<file path="config.mk">
export PLATFORM = sky130hd
export DESIGN_NAME = alu_mc
export DESIGN_NICKNAME = d
export VERILOG_FILES = /design/src/rtl/alu_mc.sv
export SDC_FILE = /design/constraint.sdc
export NUM_CORES = 1
export LEC_CHECK = 0
export BUFFER_PORTS_ARGS = -buffer_cell sky130_fd_sc_hd__buf_2
export CORE_MARGIN = 2
export CORE_UTILIZATION = 29
export CTS_BUF_LIST = sky130_fd_sc_hd__clkbuf_2 sky130_fd_sc_hd__clkbuf_4 sky130_fd_sc_hd__clkbuf_8
export DETAILED_ROUTE_END_ITERATION = 12
export GPL_TIMING_DRIVEN = 0
export MAX_ROUTING_LAYER = met4
export PLACE_DENSITY = 0.49
export SLEW_MARGIN = 20
export SYNTH_ARGS = -nofsm -noshare
export SYNTH_HDL_FRONTEND = slang
export SYNTH_SLANG_ARGS = --single-unit
</file>
<file path="constraint.sdc">
create_clock -name clk -period 6.6 [get_ports clk]
set_clock_uncertainty 0.1 [all_clocks]
set_input_delay 0.99 -clock clk [delete_from_list [all_inputs] [get_ports clk]]
set_output_delay 0.99 -clock clk [all_outputs]
set_load 0.01 [all_outputs]
</file>
<file path="src/rtl/alu_mc.sv">
// rtl/alu_mc.sv - multi-cycle integer ALU: single-cycle add/sub/logic, iterative mul and udiv.
// Define ALU_MC_DIV_EN to build the restoring divider and DIV state; otherwise opcode 110 is reserved.
module alu_mc #(
    parameter int WIDTH = 32
) (
    input  logic             clk,
    input  logic             reset,
    input  logic             start,
    input  logic [WIDTH-1:0] a,
    input  logic [WIDTH-1:0] b,
    input  logic [2:0]       ALUControl,
    output logic             busy,
    output logic             done,
    output logic [WIDTH-1:0] Result,
    output logic [WIDTH-1:0] Remainder,
    output logic [3:0]       ALUFlags
);

    localparam int CW = $clog2(WIDTH);

`ifdef ALU_MC_DIV_EN
    typedef enum logic [1:0] {S_IDLE, S_MUL, S_DIV, S_DONE} state_t;
`else
    typedef enum logic [1:0] {S_IDLE, S_MUL, S_DONE} state_t;
`endif

    state_t             state, state_nxt;
    logic               ready, accept, is_mul, is_div, last_iter, wr_en;
    logic [CW-1:0]      cnt;
    // acc holds {partial product, multiplier} for mul and {remainder, quotient} for udiv
    logic [2*WIDTH-1:0] acc, acc_nxt;
    logic [WIDTH-1:0]   opnd, mul_addend;
    logic [WIDTH:0]     mul_sum;
    logic [WIDTH-1:0]   bb, wr_res, wr_rem;
    logic [WIDTH:0]     add_sum;
    logic               wr_c, wr_v;

    assign is_mul    = (ALUControl == 3'b101);
`ifdef ALU_MC_DIV_EN
    assign is_div    = (ALUControl == 3'b110);
`else
    assign is_div    = 1'b0;
`endif
    assign accept    = start & ready;
    assign last_iter = busy && (cnt == '0);
    assign wr_en     = (accept && !is_mul && !is_div) || last_iter;

    always_ff @(posedge clk) begin
        if (reset) state <= S_IDLE;
        else       state <= state_nxt;
    end

    always_comb begin
        state_nxt = state;
        case (state)
            S_IDLE, S_DONE: begin
                if (accept) begin
                    if (is_mul) state_nxt = S_MUL;
`ifdef ALU_MC_DIV_EN
                    else if (is_div) state_nxt = S_DIV;
`endif
                    else state_nxt = S_DONE;
                end else begin
                    state_nxt = S_IDLE;
                end
            end
            S_MUL: if (cnt == '0) state_nxt = S_DONE;
`ifdef ALU_MC_DIV_EN
            S_DIV: if (cnt == '0) state_nxt = S_DONE;
`endif
            default: state_nxt = S_IDLE;
        endcase
    end

    always_comb begin
        ready = 1'b0;
        busy  = 1'b0;
        done  = 1'b0;
        case (state)
            S_IDLE: ready = 1'b1;
            S_DONE: begin
                ready = 1'b1;
                done  = 1'b1;
            end
            S_MUL: busy = 1'b1;
`ifdef ALU_MC_DIV_EN
            S_DIV: busy = 1'b1;
`endif
            default: ;
        endcase
    end

    assign mul_addend = acc[0] ? opnd : '0;
    assign mul_sum    = {1'b0, acc[2*WIDTH-1:WIDTH]} + {1'b0, mul_addend};

`ifdef ALU_MC_DIV_EN
    logic [WIDTH:0] div_shift, div_diff;
    assign div_shift = acc[2*WIDTH-1:WIDTH-1];
    assign div_diff  = div_shift - {1'b0, opnd};
`endif

    always_comb begin
        acc_nxt = {mul_sum, acc[WIDTH-1:1]};
`ifdef ALU_MC_DIV_EN
        // borrow out of the trial subtraction means restore the shifted remainder
        if (state == S_DIV)
            acc_nxt = div_diff[WIDTH] ? {div_shift[WIDTH-1:0], acc[WIDTH-2:0], 1'b0}
                                      : {div_diff[WIDTH-1:0],  acc[WIDTH-2:0], 1'b1};
`endif
    end

    always_comb begin
        bb      = (ALUControl == 3'b001) ? ~b : b;
        add_sum = {1'b0, a} + {1'b0, bb} + {{WIDTH{1'b0}}, (ALUControl == 3'b001)};
        wr_res  = '0;
        wr_rem  = '0;
        wr_c    = 1'b0;
        wr_v    = 1'b0;
        if (state == S_MUL) begin
            wr_res = acc_nxt[WIDTH-1:0];
            wr_v   = |acc_nxt[2*WIDTH-1:WIDTH];
        end
`ifdef ALU_MC_DIV_EN
        else if (state == S_DIV) begin
            wr_rem = acc_nxt[2*WIDTH-1:WIDTH];
            if (opnd == '0) wr_v   = 1'b1;
            else            wr_res = acc_nxt[WIDTH-1:0];
        end
`endif
        else begin
            case (ALUControl)
                3'b000, 3'b001: begin
                    wr_res = add_sum[WIDTH-1:0];
                    wr_c   = add_sum[WIDTH];
                    wr_v   = (a[WIDTH-1] == bb[WIDTH-1]) && (add_sum[WIDTH-1] != a[WIDTH-1]);
                end
                3'b010:  wr_res = a & b;
                3'b011:  wr_res = a | b;
                3'b111:  wr_res = a ^ b;
                default: ;
            endcase
        end
    end

    always_ff @(posedge clk) begin
        if (reset) begin
            acc       <= '0;
            opnd      <= '0;
            cnt       <= '0;
            Result    <= '0;
            Remainder <= '0;
            ALUFlags  <= '0;
        end else begin
            if (accept && is_mul) begin
                acc  <= {{WIDTH{1'b0}}, b};
                opnd <= a;
                cnt  <= CW'(WIDTH - 1);
            end else if (accept && is_div) begin
                acc  <= {{WIDTH{1'b0}}, a};
                opnd <= b;
                cnt  <= CW'(WIDTH - 1);
            end else if (busy) begin
                acc <= acc_nxt;
                cnt <= cnt - CW'(1);
            end
            if (wr_en) begin
                Result    <= wr_res;
                Remainder <= wr_rem;
                ALUFlags  <= {wr_res[WIDTH-1], (wr_res == '0), wr_c, wr_v};
            end
        end
    end

endmodule

</file>
==> results of run 1 <==
==> routing by layer <==
metal  vias up  routed length [um]  global-route usage
li1       5938                   -                   -
met1      5565               20000               0.269
met2       287               20700               0.350
met3        68                1610              0.0248
met4         0                1270              0.0696
met5         -                   0                   -
==> metrics by stage <==
stage / power [uW] / setup slack, ps
floorplan: 1330 / 866
CTS: 2350 / 163
global route: 2470 / 64.0
detailed placement: 1550 / -1710
finish: 2340 / 327
global placement: 1550 / -1900
==> cell usage in the layout, fill, tap and decap left out, types with 7 or more instances in the layout <==
cell	count
o21ai_0	73
mux2i_1	15
or3_1	7
o21a_1	10
a211oi_1	47
nor3_1	24
clkbuf_1	67
buf_4	33
nand3_1	19
ha_1	137
nand2_1	258
and3_1	8
nand2b_1	10
and2_1	41
nand4_1	17
o31ai_1	8
buf_1	12
o211ai_1	11
a21o_1	18
xnor2_1	62
buf_2	108
nor2_1	146
a311oi_1	36
dfxtp_1	138
nor4_1	7
xor2_1	15
a21boi_0	7
conb_1	32
inv_1	101
a21oi_1	174
clkbuf_8	18
nor2b_1	9
==> cell type report <==
type                    count  area [um2]
fillers                  4402       26400
multi-input cells        1291        8240
flip-flops and latches    138        2760
well taps                 525         657
plain buffers             119         593
repair buffers            105         526
inverters                 102         383
clock buffers              18         248
clock inverters            11         174
==> worst max-delay path, delay by kind of cell <==
kind / cells / cell delay, ps
buffers and inverters: 6 / 1900
AND/OR/NAND/NOR: 6 / 1360
adder cells (fa/ha/maj): 1 / 290
multiplexers: 1 / 150
XOR/XNOR: 1 / 200
AO/OA/AOI/OAI: 5 / 1660
==> worst max-delay path by stage <==
stage,start,to,slack [ps]
floorplan,ALUControl[0],ALUFlags[0],870
global placement,ALUControl[0],ALUFlags[2],-1900
detailed placement,ALUControl[0],ALUFlags[2],-1710
CTS,ALUControl[0],ALUFlags[2],160
global route,ALUControl[0],ALUFlags[2],60
finish,ALUControl[0],ALUFlags[2],330
==> cell usage after synthesis, types with 5 or more instances <==
cell type  number
a211oi_1       47
a21boi_0        7
a21o_1         18
a21oi_1       174
a311oi_1       36
a31oi_1         6
and2_1         41
and3_1          8
buf_1          14
buf_4          33
clkbuf_1       70
dfxtp_1       138
ha_1          137
inv_1         101
mux2i_1        15
nand2_1       258
nand2b_1       10
nand3_1        19
nand4_1        17
nor2_1        146
nor2b_1         9
nor3_1         24
nor4_1          7
o2111ai_1       5
o211a_1         6
o211ai_1       11
o21a_1         10
o21ai_0        73
o21bai_1        5
o31ai_1         8
or3_1           7
xnor2_1        62
xor2_1         15
==> sequential cells by signal, summed over array words and instances (netlist names) <==
signal,count
Result,32
state,2
opnd,32
ALUFlags,3
acc,64
cnt,5
==> cells by family (layout without fill, tap and decap cells) <==
kind of cell	after synthesis	after routing	synth area share
AOI/OAI and AO/OA	452	452	0.246
xor gates and xnor gates	77	77	0.0570
adders and majority gates	139	139	0.148
buffers and inverters	222	355	0.0817
DFF	138	138	0.234
muxes	17	17	0.0146
other	1	32	0.000317
and+or+nand+nor	574	574	0.219
==> repair_timing <==
action | in CTS | in global routing
resized for setup | 11 | 4
setup endpoints to repair | 23 | 1
pin swaps | 0 | 0
==> report_power, final <==
part / internal (uW) / total [uW] / switching (uW)
clock: 416 / 797 / 381
combinational: 245 / 662 / 417
sequential: 865 / 887 / 21.3
==> results.json, run 1 <==
{
  "min_to": "opnd[18]",
  "avgSynthCellArea_um2": 7.30,
  "cts_tree": "built",
  "reg2reg_depth": 15,
  "rr_endpoint": "ALUFlags[0]",
  "numCtsBuffers": 17,
  "fin_tns_setup_ps": 0,
  "dp_cells": 2281,
  "dr.pass1.iters": 5,
  "area.growth.synth_to_final_pct": 14.8,
  "ant_nets": 0,
  "die_h_um": 206,
  "overflow": 0,
  "tightest_slew_ps": 913,
  "nets": 1983,
  "initial_core_util": 0.296,
  "grt_pass1_vias": 11400,
  "hp-start": "opnd[18]",
  "crit_arrival_ps": 6580,
  "dp_hpwl_um": 34700,
  "port_buffers": 105,
  "drv_cap": 0,
  "drtIter0Drc": 867,
  "final_area_um2": 13600,
  "status": "complete, no violations",
  "ys_seq_area_frac": 0.234,
  "drc": 0,
  "worstHoldPathType": "register to register",
  "worstPathRequired_ps": 6910,
  "peakVddDrop_mv": 0.126,
  "crit_fanout": 19,
  "worstSetupEndpointType": "register",
  "regToRegStartpoint": "acc[0]",
  "core.rowCount": 73,
  "critical_path_class": "primary input to register",
  "die_area_um2": 42400,
  "post-synth-top-area-cell": "dfxtp_1",
  "max_freq_ghz": 0.159,
  "clock_latency_ps": 490,
  "grt_max_degree": 20,
  "synth_top_area_frac": 0.234,
  "post-route-util": 0.339,
  "gp_congestion": 0.899,
  "cts.sinks": 138,
  "synth_edf_count": 0,
  "grt_usage": 0.212,
  "period_needed_ps": 6270,
  "slowest_stage": "o311ai_1",
  "synthTopCellsByArea": "dfxtp_1 23%, ha_1 14%, nand2_1 8.2%, a21oi_1 7.4%, nor2_1 4.6%",
  "vias": 11900,
  "setup_viol": 0,
  "wl_per_cell_um": 18.9,
  "drt_wl_total_um": 43600,
  "htree_levels": 4,
  "instances_no_fill": 2309,
  "syn-instance-count": 1620,
  "diodes": 0,
  "grt_pass1_wl_um": 66200,
  "drv_slew": 0,
  "ys.warnings.count": 0,
  "rsz0062_at_grt": "no",
  "placed_area_um2": 13100,
  "die_w_um": 206,
  "core_area_um2": 40000,
  "min_path_cells": 2,
  "fin_crit_sh": 0.950,
  "cp-start-kind": "primary input",
  "relSlewSlack": 0.389,
  "final_hold_viol_count": 0,
  "ys_seq_elements": 138,
  "netlist_area_um2": 11800,
  "cts_hold_buf": 0,
  "synth_ff_type": "dfxtp_1",
  "async_reset_ff_frac": 0,
  "whs_ps": 352,
  "clockBufferDepth": 2,
  "path_cells": "buf_2 > clkbuf_1 > clkbuf_4 > buf_2 > and2_1 > clkbuf_1 > clkbuf_4 > xnor2_1 > ha_1 > a21oi_1 > a211oi_1 > o311ai_1 > a21oi_1 > mux2i_1 > nor3_1 > and3_1 > nand3_1 > nor4_1 > nand4_1 > o31ai_1",
  "root_buffer": "clkbuf_8",
  "io_pins": 140,
  "clk_pin_slew_ps": 90,
  "vias_per_cell": 5.14,
  "cpPeakStageDelay_ps": 710,
  "power.density_nw_per_um2": 173,
  "post-cts-setup-buffers": 0,
  "layout-drive-gt1-share": 0.109,
  "p_leak_uw": 0.00585,
  "ys_types": 79,
  "grt_antenna_before_repair": 0,
  "ff2ff_setup_slack_ps": 2060
}
No activity file was read; power rests on OpenSTA's default activity.
==> run 2, diff against run 1 <==
- ABC_AREA: unset -> 1
==> run 2 against run 1 <==
  * Die area rose by 4.7%
  * Synthesized area rose by 4.7%
  * Clock-buffer cell count fell by 1
  * Clock power fell by 3.0%
  * Critical endpoint unchanged
  * Critical path depth did not move
==> results.json, run 2 <==
{
  "rr_endpoint": "ALUFlags[0]",
  "drt_wl_total_um": 48700,
  "post-synth-top-area-cell": "dfxtp_1",
  "crit_arrival_ps": 5440,
  "dr.pass1.iters": 7,
  "worstPathRequired_ps": 6860,
  "crit_path_start": "ALUControl[2]",
  "path_cells": "buf_2 > nor2_4 > clkbuf_1 > nand2_1 > buf_2 > xor2_1 > ha_1 > nand2_1 > o21ai_2 > nand2_1 > nand2_1 > nor2_1 > o21ai_0 > a21boi_0 > nand3_1 > nor2_1 > nand3_1 > nor2_1 > nand4_1 > a21oi_1",
  "syn-instance-count": 1941,
  "pwr-share-seq": 0.373,
  "cts_hold_buf": 0,
  "hp-start": "acc[32]",
  "numCtsBuffers": 17,
  "nets": 2307,
  "reg_top3": "acc: 64 flops, Result: 32 flops, opnd: 32 flops",
  "final_hold_viol_count": 0,
  "relSlewSlack": 0.466,
  "drv_slew": 0,
  "setup_viol": 0,
  "netlist_area_um2": 12400,
  "synth_top_area_frac": 0.223,
  "period_needed_ps": 5180,
  "finalPower_uw": 2400,
  "layout-drive-gt1-share": 0.0985,
  "fin_tns_setup_ps": 0,
  "slowest_stage": "o21ai_0",
  "diodes": 0,
  "switchingPower_uw": 961,
  "peakVddDrop_mv": 0.109,
  "ys_seq_area_frac": 0.223,
  "combPwrFrac": 0.304,
  "synth.cells.most_frequent": "439 x nand2_1, 310 x inv_1, 221 x nor2_1",
  "io_pins": 140,
  "area.growth.synth_to_final_pct": 14.2,
  "crit_top_cell": "nand2_1",
  "worstHoldPathType": "register to register",
  "clock_power_share": 0.322,
  "htree_levels": 4,
  "status": "complete, no violations",
  "p_leak_uw": 0.00773,
  "cts.sinks": 138,
  "cts_resized": 0,
  "drv_cap": 0,
  "largest_register_ffs": 64,
  "fillerInstances": 4697,
  "grt_pass1_wl_um": 72900,
  "ff2ff_setup_slack_ps": 2810,
  "synth_edf_count": 0,
  "rsz0062_at_grt": "no",
  "drc": 0,
  "swShare": 0.401,
  "regToRegStartpoint": "acc[0]",
  "reg2reg_depth": 20,
  "clock_latency_ps": 480,
  "avgSynthCellArea_um2": 6.38,
  "crit_fanout": 10,
  "wl_per_cell_um": 18.4,
  "ant_nets": 0,
  "gp_congestion": 0.977,
  "grt_max_degree": 18,
  "path_delay_family": "simple AND/OR/NAND/NOR gates",
  "grt_antenna_before_repair": 0,
  "clk_pin_slew_ps": 110,
  "ys_types": 47,
  "cts_tree": "built",
  "synthTopCellsByArea": "dfxtp_1 22%, ha_1 14%, nand2_1 13%, inv_1 9.4%, nor2_1 6.7%",
  "synth_most_common_cell": "nand2_1",
  "port_buffers": 107,
  "fin_crit_sh": 0.785,
  "die_area_um2": 44400,
  "worstPathBufferInverterCount": 3,
  "mostFrequentLayoutCells": "439 x nand2_1, 310 x inv_1, 221 x nor2_1",
  "die_h_um": 211,
  "tightest_slew_ps": 792,
  "grt_pass1_vias": 12400,
  "power.density_nw_per_um2": 169,
  "dp_hpwl_um": 41000,
  "synth_ff_type": "dfxtp_1",
  "min_path_cells": 2,
  "worstSetupEndpointType": "register",
  "drtIter0Drc": 936,
  "async_reset_ff_frac": 0,
  "vias_per_cell": 4.90,
  "intPower_uw": 1440,
  "initial_core_util": 0.295,
  "max_freq_ghz": 0.193,
  "die_w_um": 211,
  "post-cts-setup-buffers": 0,
  "cp-start-kind": "primary input",
  "clockBufferDepth": 2,
  "vias": 13000,
  "core_area_um2": 42000,
  "ys_seq_elements": 138,
  "min_to": "acc[32]",
  "critical_path_class": "primary input to register",
  "core.rowCount": 75,
  "ys.warnings.count": 0,
  "overflow": 0,
  "largest_register": "acc",
  "grt_usage": 0.224,
  "final_common_cell": "nand2_1",
  "root_buffer": "clkbuf_8",
  "cpPeakStageDelay_ps": 640
}
==> run 2: cell types whose count changed in the layout (fill, tap and decap cells not counted), moves of 48 or more <==
cell     delta
nand3_1    +55
nand2_1   +181
o21ai_0    +50
a21oi_1    -48
xnor2_1    -52
nor2_1     +75
inv_1     +209
==> run 2: power by group through the flow <==
stage	logic, uW	registers, uW	clock network (uW)
2_1_floorplan	454	918	0
3_5_place_dp	723	915	0
6_report	730	895	773
5_1_grt	812	900	827
3_3_place_gp	721	914	0
4_1_cts	727	896	788
==> run 2: worst max-delay path by stage <==
stage                  endpoint  cells after the start
global placement    ALUFlags[2]                     21
CTS                 ALUFlags[2]                     21
finish              ALUFlags[2]                     20
detailed placement  ALUFlags[2]                     21
global route        ALUFlags[2]                     21
floorplan           ALUFlags[2]                     23
==> run 2: final cells by class <==
cell class                      instances  area [um2]  share of cell area
Clock buffer                           17         234              0.0165
Sequential cell                       138        2760               0.195
Clock inverter                         15         198              0.0140
Buffer                                104         527              0.0372
Tap cell                              539         674              0.0477
Multi-Input combinational cell       1418        8050               0.569
Inverter                              312        1170              0.0828
Timing Repair Buffer                  107         536              0.0378
==> run 2: kinds of logic after synthesis <==
family                     count (synthesis)  share of synthesized area
other                                      1                   0.000303
xor gates and xnor gates                  61                     0.0431
adders and majority gates                139                      0.142
buffers and inverters                    416                      0.137
and+or+nand+nor                          798                      0.264
AOI/OAI and AO/OA                        388                      0.192
DFF                                      138                      0.223
==> run 2: layer usage <==
layer,global-route usage,share of wire
met5,-,0
met4,0.0886,0.043
met3,0.0232,0.039
met2,0.379,0.47
met1,0.275,0.45
==> run 2: worst reg2reg max path, cell delays in order (launching register included) <==
cell and delay, ps:
dfxtp_1 320, clkbuf_1 280, clkbuf_1 360, nand2_1 100, inv_1 70, ha_1 270, a21oi_1 160, nand2_1 160
nand2_1 90, nand3_1 110, nand2_1 90, nand2_1 120, a21oi_1 280, xor2_1 230, nand2_1 80, nor2_1 100
nand4_1 140, nor2_1 240, nand3_1 110, nand2_1 170, a21oi_1 90
==> run 2: stage by stage <==
stage	cell area, um2	worst slack (ps)	cells	utilization	hold WS (ps)
floorplan	12500	2740	1972	-	345
global placement	13700	949	2618	0.326	365
detailed placement	13700	917	2618	0.326	367
CTS	14200	1440	2650	0.337	381
global route	14200	1130	2650	0.337	389
finish	14200	1420	2650	0.337	383
